## src/rtl/n_bit_adder.sv

```systemverilog
// Parameterised unsigned ripple-carry adder with combinational and registered sum paths.
// Optional carry-in port enabled by defining NBIT_ADDER_CARRY_IN_EN.
module n_bit_adder #(
  parameter int unsigned W = 1
) (
  input  logic         clk,
  input  logic         rst_n,
  input  logic [W-1:0] A,
  input  logic [W-1:0] B,
`ifdef NBIT_ADDER_CARRY_IN_EN
  input  logic         cin,
`endif
  input  logic         in_valid,
  output logic [W:0]   C,
  output logic [W:0]   C_q,
  output logic         out_valid
);

  logic [W:0]   carry;
  logic [W-1:0] sum;

`ifdef NBIT_ADDER_CARRY_IN_EN
  assign carry[0] = cin;
`else
  assign carry[0] = 1'b0;
`endif

  for (genvar i = 0; i < W; i++) begin : g_fa
    assign sum[i]       = A[i] ^ B[i] ^ carry[i];
    assign carry[i + 1] = (A[i] & B[i]) | (carry[i] & (A[i] ^ B[i]));
  end

  assign C = {carry[W], sum};

  logic [W:0] sum_d, sum_q;
  logic       valid_d, valid_q;

  // Sum holds when no valid input; the valid flag is a one-cycle pulse per capture.
  always_comb begin
    sum_d   = sum_q;
    valid_d = 1'b0;
    if (in_valid) begin
      sum_d   = C;
      valid_d = 1'b1;
    end
  end

  always_ff @(posedge clk) begin
    if (!rst_n) begin
      sum_q   <= '0;
      valid_q <= 1'b0;
    end else begin
      sum_q   <= sum_d;
      valid_q <= valid_d;
    end
  end

  assign C_q       = sum_q;
  assign out_valid = valid_q;

endmodule

```

## config.mk

```make
export PLATFORM = sky130hd
export DESIGN_NAME = n_bit_adder
export DESIGN_NICKNAME = d
export VERILOG_FILES = /design/src/rtl/n_bit_adder.sv
export SDC_FILE = /design/constraint.sdc
export NUM_CORES = 1
export LEC_CHECK = 0
export CORE_AREA = 5 5 42 44
export CTS_CLUSTER_DIAMETER = 150
export CTS_CLUSTER_SIZE = 20
export DETAILED_ROUTE_END_ITERATION = 6
export DIE_AREA = 0 0 47 49
export DONT_BUFFER_PORTS = 1
export PLACE_DENSITY = 0.3
export SETUP_SLACK_MARGIN = 0.3
export SLEW_MARGIN = 20
export SYNTH_ARGS = -nofsm -noshare
export SYNTH_HDL_FRONTEND = slang
export SYNTH_SLANG_ARGS = --single-unit
export TNS_END_PERCENT = 1
```

## constraint.sdc

```tcl
create_clock -name clk -period 0.85 [get_ports clk]
set_input_delay 0.17 -clock clk [delete_from_list [all_inputs] [get_ports clk]]
set_output_delay 0.17 -clock clk [all_outputs]
set_load 0.03 [all_outputs]
```

==> impl_metrics.ini <==
[yosys]
syn-instance-count = 10
synth.area.top_cells = dfxtp_1, mux2i_1, ha_1
synth_commonest_cells = dfxtp_1, mux2i_1, nor2b_1
synth_xor_area_frac = 0
synth.distinct_cells = 6
synthFlopType = dfxtp_1
synth-compound-area-share = 0
synth.most_common_cell = dfxtp_1
seq_area_frac_synth = 0.500
async_reset_ff_frac = 0
synth-adder-area-share = 0.104
synth_warnings = 0
synth_mux_area_frac = 0.167
synth-seq-cells = 3
synth_enable_flop_cells = 0
synth_top_family_by_area = simple AND/OR/NAND/NOR gates
synth_top_area_frac = 0.500
synth_fp_nets = 16
synthSimpleGateAreaFrac = 0.167
synthesis.area_um2 = 120
post_synth.cell_area_avg_um2 = 12.0
yosysTopAreaCell = dfxtp_1

[critical_path]
endpoint = C_q[0]
r2r_setup_slack_ns = 0.19
crit_fanout = 2
r2r_end = C_q[0]
cp.required_ns = 0.68
rr_worst_depth = 2
critPathLaunchType = flip-flop
cp.arrival_ns = 0.63
cp-end-kind = output port
criticalPathCategory = flip-flop to output port
cp.depth = 0
crit_path_start = C_q[0]
reg2reg_from = C_q[0]

[drt]
via_per_inst = 2.83
drc = 0
postRouteAntennaNets = 0
avgRoutedWirePerCell_um = 11.6
drt-pass1-iter-count = 2
drt-initial-drc-count = 1
num_vias = 82
routed_wl_um = 336

[timing]
rsz0062_at_grt = yes
clock.fmax_mhz = 1250
post-route-period-util = 0.939
maxSlewViolCount = 0
finalSetupTns_ns = 0
skew_ns = 0
setup_viol = 0
hold_viol = 0
worst_pin_slew_ns = 0.113
maxSlewHeadroom = 0.923
fin_crit_ns = 0.798
timing.hold.ws_ns = 0.0709

[floorplanning]
die_h_um = 49
coreArea_mm2 = 0.00140
rows = 14
start_util = 0.0857
pin_count = 10
die_area_mm2 = 0.00230
chipWidth_um = 47

[clocking]
cts_root_buffer = clkbuf_4
cts_tree = done
cts_max_path_buffers = 2
path_clk_slew_ns = 0.04
cts.sinks = 3
numCtsBuffers = 3
ctsHtreeMaxLevel = 1
clk_latency_ns = 0.23
hold_buffers = 0

[grt]
grt_max_degree = 4
grt_pass1_vias = 120
grt_overflow_total = 0
antenna_found_initial = 0
grt_pass1_wl_um = 483
grt_usage = 0.0345

[finish]
area_growth_pct = 52.1
n_antenna_cell = 0
nNetsFinal = 20
drive_gt1_frac = 0.615
fin_util = 0.130

[pwr]
p_sw_frac = 0.265
power.leakage_uw = 0.0000677
power_report.internal_total_uw = 348
peakVddDrop_v = 0.000261
p_comb_frac = 0.106
sequentialPowerShare = 0.353
p_sw_uw = 126
clkPwrFrac = 0.542
powerDensity_mw_per_mm2 = 2600
total_power_uw = 474

[run_status]
status = finished, final reports clean

[flow_run]
drv_cap = 0

[placed_design]
port_buffers = 0
gp_congestion = 0.573
place_hpwl_um = 239

[hold_path]
hp-class = input pin to flip-flop
[power groups by stage]
stage               logic, uW  clock network, uW  registers (uW)
floorplan                51.0                  0             172
global placement         50.6                  0             175
detailed placement       50.9                  0             174
CTS                      50.8                272             168
global route             53.6                275             168
finish                   50.0                257             167
[worst min-delay path by stage]
stage,end,slack [ns],from,cells after the start
floorplan,C_q[0],0.30,rst_n,1
global placement,C_q[1],0.30,rst_n,1
detailed placement,out_valid,0.31,in_valid,1
CTS,C_q[1],0.06,rst_n,1
global route,out_valid,0.07,in_valid,1
finish,out_valid,0.07,in_valid,1
[metrics by stage]
step | setup slack, ns | area [um2] | cells
finish | 0.0516 | 183 | 29
global route | 0.0379 | 183 | 29
CTS | 0.0406 | 183 | 29
detailed placement | 0.0966 | 148 | 25
global placement | 0.0998 | 148 | 25
floorplan | 0.147 | 139 | 10
[timing repair]
| action | 4_1_cts | 5_1_grt |
|---|---|---|
| setup buffers | 0 | 0 |
| resized for setup | 4 | 0 |
| endpoints found under the setup margin | 6 | 6 |
| endpoints found under the hold margin | 0 | 0 |
[cell usage in the layout, fill, tap and decap left out]
master and count:
ha_4 1, mux2i_1 2, nor2b_1 2, and2_2 1, clkbuf_4 3, dfxtp_4 3, clkbuf_1 1
[sequential cells by signal, indices dropped and copies added (netlist names)]
signal,count
C_q,2
out_valid,1
[kinds of logic (layout without fill, tap and decap cells)]
logic type,after synthesis,in the layout
multiplexers,2,2
flip-flops,3,3
AND/OR/NAND/NOR,3,3
adder cells (fa/ha/maj),1,1
buffers and inverters,1,4
[area by class of cell]
type,count,area (um2)
clock buffer,4,26.3
fill,160,1220
multi-input combinational,6,65.1
sequential,3,71.3
tap,16,20.0
[metal layers]
layer | track usage | routed length (um) | vias to the layer above
met2 | 0.0294 | 119 | 9
met1 | 0.0263 | 108 | 36
met4 | 0.0553 | 0 | 0
met5 | 0 | 0 | -
li1 | - | - | 37
met3 | 0.0443 | 108 | 0
Power figures use the tool's default switching activity.
